**src/rtl/tpu_pkg.sv**
```systemverilog
// tpu_pkg: shared byte type and the data-setup FSM state encoding.
package tpu_pkg;
  localparam int BYTE_WIDTH = 8;
  typedef logic [BYTE_WIDTH-1:0] byte_type;
  typedef enum logic [1:0] {IDLE, STREAM, DRAIN} setup_state_type;
endpackage

```
**src/rtl/byte_delay_line.sv**
```systemverilog
// byte_delay_line: enable-gated DEPTH-stage shift register for a byte plus its valid bit.
module byte_delay_line
  import tpu_pkg::*;
#(
  parameter int DEPTH = 1
) (
  input  logic     clk,
  input  logic     rst,
  input  logic     enable,
  input  byte_type data_in,
  input  logic     valid_in,
  output byte_type data_out,
  output logic     valid_out
);
  generate
    if (DEPTH == 0) begin : g_pass
      logic unused;
      assign unused = &{1'b0, clk, rst, enable};
      assign data_out = data_in;
      assign valid_out = valid_in;
    end else begin : g_shift
      byte_type data_q [DEPTH];
      logic [DEPTH-1:0] valid_q;
      always_ff @(posedge clk)
        if (rst) begin
          data_q <= '{default: '0};
          valid_q <= '0;
        end else if (enable) begin
          data_q[0] <= data_in;
          valid_q[0] <= valid_in;
          for (int k = 1; k < DEPTH; k++) begin
            data_q[k] <= data_q[k-1];
            valid_q[k] <= valid_q[k-1];
          end
        end
      assign data_out = data_q[DEPTH-1];
      assign valid_out = valid_q[DEPTH-1];
    end
  endgenerate
endmodule

```
**src/rtl/systolic_data_setup.sv**
```systemverilog
// systolic_data_setup: skews unskewed rows diagonally into the systolic array and tracks batch completion.
module systolic_data_setup
  import tpu_pkg::*;
#(
  parameter int MATRIX_WIDTH = 14
) (
  input  logic                    clk,
  input  logic                    rst,
  input  logic                    enable,
  input  byte_type                data_in [MATRIX_WIDTH],
  input  logic                    data_valid,
  input  logic                    data_signed,
  input  logic                    last_in,
  output byte_type                systolic_data [MATRIX_WIDTH],
  output logic                    systolic_signed,
  output logic [MATRIX_WIDTH-1:0] lane_valid,
  output logic                    busy,
  output logic                    done
);
  localparam int CW = $clog2(MATRIX_WIDTH);
  localparam logic [CW-1:0] CNT_MAX = CW'(MATRIX_WIDTH - 1);
  logic accept;
  byte_type dl_data [MATRIX_WIDTH];
  logic [MATRIX_WIDTH-1:0] dl_valid;
  setup_state_type state, next_state;
  logic [CW-1:0] cnt, next_cnt;
  assign accept = data_valid & enable;
  generate
    for (genvar i = 0; i < MATRIX_WIDTH; i++) begin : g_lane
      byte_delay_line #(.DEPTH(i)) u_delay (
        .clk      (clk),
        .rst      (rst),
        .enable   (enable),
        .data_in  (accept ? data_in[i] : '0),
        .valid_in (accept),
        .data_out (dl_data[i]),
        .valid_out(dl_valid[i])
      );
    end
  endgenerate
  // Lane outputs are zeroed whenever their valid is low so bubbles never leak stale bytes.
  always_ff @(posedge clk)
    if (rst) begin
      systolic_data <= '{default: '0};
      systolic_signed <= 1'b0;
      lane_valid <= '0;
    end else if (enable) begin
      for (int k = 0; k < MATRIX_WIDTH; k++) systolic_data[k] <= dl_valid[k] ? dl_data[k] : '0;
      systolic_signed <= data_signed & accept;
      lane_valid <= dl_valid;
    end
  always_ff @(posedge clk)
    if (rst) begin
      state <= IDLE;
      cnt <= '0;
    end else begin
      state <= next_state;
      cnt <= next_cnt;
    end
  // cnt counts the remaining cycles until the last row's final lane reaches the output.
  always_comb begin
    next_state = accept ? (last_in ? DRAIN : STREAM)
               : (enable && state == DRAIN && cnt == '0) ? IDLE : state;
    next_cnt = (accept && last_in) ? CNT_MAX
             : (enable && state == DRAIN && cnt != '0) ? cnt - 1'b1 : cnt;
    done = state == DRAIN && cnt == '0 && enable && !accept;
  end
  assign busy = state != IDLE;
endmodule

```
**config.mk**
```make
export PLATFORM = sky130hd
export DESIGN_NAME = systolic_data_setup
export DESIGN_NICKNAME = d
export VERILOG_FILES = /design/src/rtl/tpu_pkg.sv /design/src/rtl/byte_delay_line.sv /design/src/rtl/systolic_data_setup.sv
export SDC_FILE = /design/constraint.sdc
export NUM_CORES = 1
export LEC_CHECK = 0
export ABC_AREA = 1
export CAP_MARGIN = 20
export CORE_ASPECT_RATIO = 0.75
export CORE_MARGIN = 2
export CORE_UTILIZATION = 55
export DETAILED_ROUTE_END_ITERATION = 10
export DONT_BUFFER_PORTS = 1
export PLACE_DENSITY = 0.7
export SYNTH_ARGS = -nofsm -noshare
export SYNTH_HDL_FRONTEND = slang
export SYNTH_SLANG_ARGS = --single-unit
```
**constraint.sdc**
```tcl
create_clock -name clk -period 2.8 [get_ports clk]
set_input_delay 0.28 -clock clk [delete_from_list [all_inputs] [get_ports clk]]
set_output_delay 0.28 -clock clk [all_outputs]
set_load 0.02 [all_outputs]
```
==> results of run 1 <==
## kinds of logic (layout without fill, tap and decap cells)
group,after synthesis,in the layout
flip-flops,861,861
buffers and inverters,322,679
adder cells (fa/ha/maj),1,1
AO/OA/AOI/OAI,857,857
AND/OR/NAND/NOR,1741,1741
other,0,4
## placed cells by master, fill, tap and decap left out, types with 9 or more instances in the layout
cell type,count
a21oi_1,233
buf_12,14
buf_4,13
bufinv_16,9
clkbuf_1,12
clkbuf_16,80
clkbuf_8,24
clkinv_2,10
dfxtp_1,861
dlygate4sd3_1,491
nand2_1,372
nand3_1,112
nor2_1,1252
o21ai_0,624
## power groups by stage
| stage | logic [mW] | registers (mW) | clock network (mW) |
|---|---|---|---|
| after floorplan | 1.24 | 13.3 | 0 |
| after global placement | 1.24 | 13.4 | 0 |
| after detailed placement | 1.26 | 13.4 | 0 |
| after CTS | 1.91 | 13.2 | 11.7 |
| after global routing | 2.20 | 13.2 | 12.2 |
| final | 1.94 | 13.2 | 11.4 |
## repair_timing
item                                   4_1_cts  5_1_grt
endpoints found under the hold margin      637        0
setup endpoints to repair                    0        0
hold buffers                               495        0
## flip-flops by register name, indices dropped and copies added, names as in the netlist
name,cells
cnt,4
state,2
lane_valid,14
systolic_data,112
g_lane.u_delay.g_shift.data_q,624
systolic_signed,1
g_lane.u_delay.data_out,104
## path summary, 6_finish.rpt
kind | depth (start not counted) | slack [ns] | start | end
max | 7 | 0.46 | data_valid | g_lane[9].u_delay.g_shift.data_q[64]
min | 3 | 0.03 | rst | g_lane[7].u_delay.g_shift.data_q[40]
max reg2reg | 3 | 0.81 | lane_valid[5] | systolic_data[56]
min reg2reg | 2 | 0.46 | g_lane[10].u_delay.g_shift.data_q[40] | g_lane[10].u_delay.g_shift.data_q[32]
## Yosys cell counts (all sizes together)
master	instances	area, µm²
clkbuf	168	631.9
nand2	374	1409
dfxtp	861	17240
a21oi	233	1166
nand3	112	560.5
ha	1	12.51
nor2	1253	4706
o21ai	624	3123
inv	10	37.54
clkinv	2	8.750
or2	1	6.260
nand4	1	6.260
buf	142	815.8
## critical path: stages
cell	delay, ns
dlygate4sd3_1	0.56
nand2_2	0.09
inv_4	0.64
buf_12	0.29
nand2_1	0.09
a21oi_1	0.26
dlygate4sd3_1	0.65
## per-layer routing
layer,vias up,wire length (µm),global-route usage
met1,12010,32950,0.3438
li1,12780,-,-
met2,566,32510,0.3983
met4,4,2060,0.08909
met5,-,27,0
met3,145,3974,0.05613
## layout make-up
cell class / instances / area, µm²
clock inverter: 30 / 436.7
clock buffer: 116 / 2377
multi-input combinational: 2599 / 10990
fill: 4107 / 15770
sequential: 861 / 17240
inverter: 12 / 71.32
antenna: 4 / 10.01
timing repair buffer: 521 / 5375
tap: 712 / 890.9
==> summary.md, run 1 <==
| Metric | Value |
|---|---|
| Area share of and/or/nand/nor cells after synthesis | `0.2250` |
| Initial antenna violation count | `6` |
| Post-route design area | `37390 µm²` |
| CTS clock-pin slew for the worst setup and hold paths | `about 0.06 ns` |
| Fin cells | `4855` |
| Initial core utilization | `0.5591` |
| Flop and latch count out of synthesis | `861` |
| Adder-Cell Fraction of Synth Area | `0.0004210` |
| # resized after CTS | `0` |
| Compound-Gate Fraction of Synth Area | `0.1443` |
| Largest net degree at the start of global routing | `337` |
| Largest family of logic cells by synthesized area | `simple AND/OR/NAND/NOR gates` |
| Arr. time, crit path | `2.90 ns` |
| Initial DRC count | `2055` |
| Synth cell types | `20` |
| Hpwl dp | `32560 µm` |
| Worst setup SP type | `primary input` |
| Tcrit/Tclk final | `0.8357` |
| Sw Share | `0.2271` |
| Final Critical Period | `between 2 and 2.5 ns` |
| Root Buffer | `clkbuf_16` |
| Leakage power | `14.59 nW` |
| Fmax achieved | `~430 MHz` |
| Hold crit path type | `in -> reg` |
| Outcome | `finished clean` |
| First-pass GRT wire length | `between 100000 and 150000 µm` |
| Total design power | `26.56 mW` |
| Final-report setup violation count | `0` |
| Nets@finish | `4194` |
| Setup CP Type | `in -> reg` |
| Row Count | `between 70 and 80` |
| GRT overflow | `0` |
| DR WL/cell | `14.73 µm` |
| Share of cells above drive strength 1 | `0.04131` |
| Synth warn | `0` |
| MaxCap Viol Count | `0` |
| CTS Buf Count | `80` |
| Worst vdd ir | `between 400 and 500 µV` |
| Die area | `55930 µm²` |
| Synth Area in XOR/XNOR | `0` |
| Die W | `roughly 270 µm` |
| DRT Pass-1 Iters | `8` |
| RSZ-0062 raised after global routing | `false` |
| Post-CTS Setup Repair Bufs | `0` |
| Flop pwr share | `0.496` |
| TNS Setup | `0 ns` |
| PortBufs | `0` |
| Placed cells | `4210` |
| Switch Pwr | `between 6 and 7 mW` |
| Sink Count | `861` |
| Via count of the first global-routing pass | `24240` |
| Int Pwr | `around 21 mW` |
| Mapped Cells | `3782` |
| Final hold vios | `0` |
| Skew-Pair Late Insertion Delay | `0.63 ns` |
| CP Capture Type | `flop` |
| CTS tree | `built` |
| Number of I/O pins | `247` |
| Pwr Density | `710.4 nW/µm²` |
| Final Util | `0.7033` |
| Least-Margin Pin Slew | `1.041 ns` |
| Final worst slack | `0.4601 ns` |
| Area after DPL | `29550 µm²` |
| Pre-CTS setup slack | `0.9626 ns` |
| Comb power frac | `0.073` |
| Total GRT Usage | `0.2531` |
| Final Skew | `0.01904 ns` |
| Syn nets | `between 3000 and 4000` |
| Crit Path Max Fanout | `68` |
| Routed Antenna Nets | `0` |
| Synthesized area | `29720 µm²` |
| Residual DRC count | `0` |
| Mux share of post-synthesis cell area | `0` |
| Area growth from synthesis to layout | `25.80%` |
| DR vias/cell | `5.252` |
| Critical Path RT | `3.36 ns` |
| Core area | `53160 µm²` |
| Syn Area/Cell | `between 7 and 8 µm²` |
| CTS max path bufs | `3` |
| Slew Viols, Final | `0` |
| Routed WL | `~70000 µm` |
| Post-synthesis sequential area ratio | `0.5800` |
| Gpl congestion | `0.7790` |
| Via Count | `roughly 25000` |
| Hold Slack | `about 0.032 ns` |
| Clk network pwr share | `0.431` |
| Slew headroom | `0.3054` |
| Die height | `around 210 µm` |
| H-tree lvl count | `3` |
Note: power is estimated with default switching activity, not from simulation.
==> inputs of run 2 (changes only) <==
Clock period 2.8 ns to 2.3 ns, I/O delays scaled along.
==> run 2 against run 1 <==
The run now ends with slew limit left. Core utilization is 3.8 points higher. First-iteration DRC count grew 9.4%. Clock power up 11%. Die area did not move. Non-clock buffer count is 236 higher. Total power increased by 18%. Clock skew rose by 0.0034 ns. Sequential power grew 21%. Sequential cell count unchanged. Count of clock-buffer cells in the layout down 3. Combinational power increased by 37%. Largest cell class unchanged.
==> summary.md, run 2 (synthesis gave the netlist of run 1 again) <==
| Metric | Value |
|---|---|
| Outcome | `finished with violations` |
| Failing checks | `slew limit` |
| CTS max path bufs | `3 (unchanged)` |
| Number of I/O pins | `247 (unchanged)` |
| Worst vdd ir | `795.3 µV (+66%)` |
| CTS clock-pin slew for the worst setup and hold paths | `0.06 ns (about the same)` |
| Initial DRC count | `2249 (+9.4%)` |
| GRT overflow | `0 (unchanged)` |
| Nets@finish | `4428 (+5.6%)` |
| Initial antenna violation count | `7 (+1)` |
| Hold crit path type | `in -> reg` |
| Worst path max stage delay | `0.47 ns (-0.18 ns)` |
| Least-Margin Pin Slew | `1.557 ns (+0.5160 ns)` |
| Setup crit start | `enable` |
| TNS Setup | `0 ns (unchanged)` |
| Pwr Density | `797.3 nW/µm² (+12%)` |
| Most frequent cells in the layout | `nor2_1 (1252), dfxtp_1 (861), dlygate4sd3_1 (720)` |
| CTS Buf Count | `78 (-2.5%)` |
| Final hold vios | `0 (unchanged)` |
| Post-CTS Setup Repair Bufs | `0 (unchanged)` |
| Final Util | `0.7418 (+0.03846)` |
| PortBufs | `0 (unchanged)` |
| Worst Hold Launch | `rst` |
| Slowest cell on the critical path | `nand2_2` |
| Slew Viols, Final | `90 (+90)` |
| DR WL/cell | `14.47 µm (-1.8%)` |
| MaxCap Viol Count | `0 (unchanged)` |
| Via count of the first global-routing pass | `25430 (+4.9%)` |
| Slew headroom | `-0.03767 (-0.3430)` |
| H-tree lvl count | `3 (unchanged)` |
| Hold depth | `2 (-1)` |
| Root Buffer | `clkbuf_16` |
| First-pass GRT wire length | `123100 µm (+3.4%)` |
| Die height | `205.3 µm (unchanged)` |
| Fmax achieved | `448.0 MHz` |
| Die W | `272.4 µm (unchanged)` |
| Skew-Pair Late Insertion Delay | `0.64 ns (about the same)` |
| Cell chain of the critical path | `nand2_2 > inv_4 > nor2_1` |
| R2r worst-path depth | `3 (unchanged)` |
| Routed WL | `73530 µm (+2.8%)` |
| Share of cells above drive strength 1 | `0.03777 (-0.003548)` |
| Arr. time, crit path | `2.00 ns (-0.90 ns)` |
| Total GRT Usage | `0.2604 (+0.007359)` |
| RSZ-0062 raised after global routing | `false` |
| Final-report setup violation count | `0 (unchanged)` |
| Initial core utilization | `0.5591 (unchanged)` |
| Via Count | `26670 (+4.6%)` |
| Final Skew | `0.02241 ns (+0.003363 ns)` |
| Routed Antenna Nets | `0 (unchanged)` |
| Residual DRC count | `0 (unchanged)` |
| Largest net degree at the start of global routing | `597 (+77%)` |
| Gpl congestion | `0.7691 (-1.3%)` |
| CP Capture Type | `output port` |
| Core area | `53160 µm² (unchanged)` |
| Crit Path Max Fanout | `596 (+780%)` |
| Critical Path RT | `2.07 ns (-1.29 ns)` |
| Tcrit/Tclk final | `0.9705` |
| Setup CP Type | `in -> out` |
| Worst setup SP type | `primary input` |
| Area growth from synthesis to layout | `32.68%` |
| Final Critical Period | `about 2.2 ns` |
| Hold_buf cts | `722 (+46%)` |
| Hpwl dp | `32520 µm (about the same)` |
| Worst reg2reg startpoint | `lane_valid[6]` |
| # resized after CTS | `0 (unchanged)` |
| CTS tree | `built` |
| DRT Pass-1 Iters | `7 (-1)` |
| Most common cell after layout, fill and taps aside | `nor2_1` |
| Die area | `55930 µm² (unchanged)` |
| Leakage power | `15.26 nW (+4.6%)` |
| Sink Count | `861 (unchanged)` |
| Most flops, register | `g_lane.u_delay.g_shift.data_q` |
| Largest register FFs | `624 (unchanged)` |
| Row Count | `73 (unchanged)` |
| DR vias/cell | `5.248 (about the same)` |
run 2: cell count changes in the layout (fill, tap and decap cells not counted), moves of 2 or more:
cell,before,now
dlygate4sd3_1,491,720
clkbuf_8,24,16
bufinv_16,9,2
clkbuf_1,12,19
buf_4,13,18
buf_12,14,17
clkinv_2,10,13
clkinvlp_4,2,5
clkbuf_16,80,78
diode_2,4,2
inv_6,5,3
run 2: stage by stage:
stage	instance area, µm²	setup slack, ns	hold WS (ns)	power (mW)	instances
4_1_cts	39430	0.2503	0.03784	31.53	5081
5_1_grt	39430	0.1642	0.1110	32.70	5083
6_report	39430	0.06789	0.1635	31.44	5083
3_5_place_dp	29660	0.8357	0.3220	17.90	4219
3_3_place_gp	29660	0.8602	0.3198	17.87	4219
2_1_floorplan	29720	0.9847	0.3727	17.76	3782
run 2: per-layer routing:
metal | vias to the layer above | share of wire | GRT usage
met5 | - | 0.00071 | 0
li1 | 13250 | - | -
met3 | 148 | 0.053 | 0.05216
met2 | 587 | 0.46 | 0.4274
met4 | 8 | 0.026 | 0.07987
met1 | 12680 | 0.46 | 0.3475
run 2: critical path, delay by kind of cell:
family / cells / cell delay (ns)
and+or+nand+nor: 2 / 0.85
buffers and inverters: 1 / 0.22
run 2: area by class of cell:
type | instances | area (µm²)
Fill cell | 3892 | 13730
Sequential cell | 861 | 17240
Clock inverter | 27 | 257.7
Antenna cell | 2 | 5.005
Tap cell | 712 | 890.9
Timing Repair Buffer | 757 | 7737
Inverter | 12 | 71.32
Multi-Input combinational cell | 2599 | 10990
Clock buffer | 113 | 2243
run 2: report_power, final:
| group | switching (mW) | leakage [nW] | internal (mW) | total (mW) |
|---|---|---|---|---|
| clock network | 5.67 | 1.22 | 7.07 | 12.7 |
| registers | 0.384 | 7.08 | 15.7 | 16.0 |
| logic | 1.27 | 6.96 | 1.38 | 2.65 |
run 2: path summary, 6_finish.rpt:
kind | end | slack, ns
worst min-delay path | systolic_data[1] | 0.16
worst max-delay path | done | 0.07
worst min register to register | g_lane[8].u_delay.data_out[3] | 0.46
worst max register to register | systolic_data[55] | 0.34
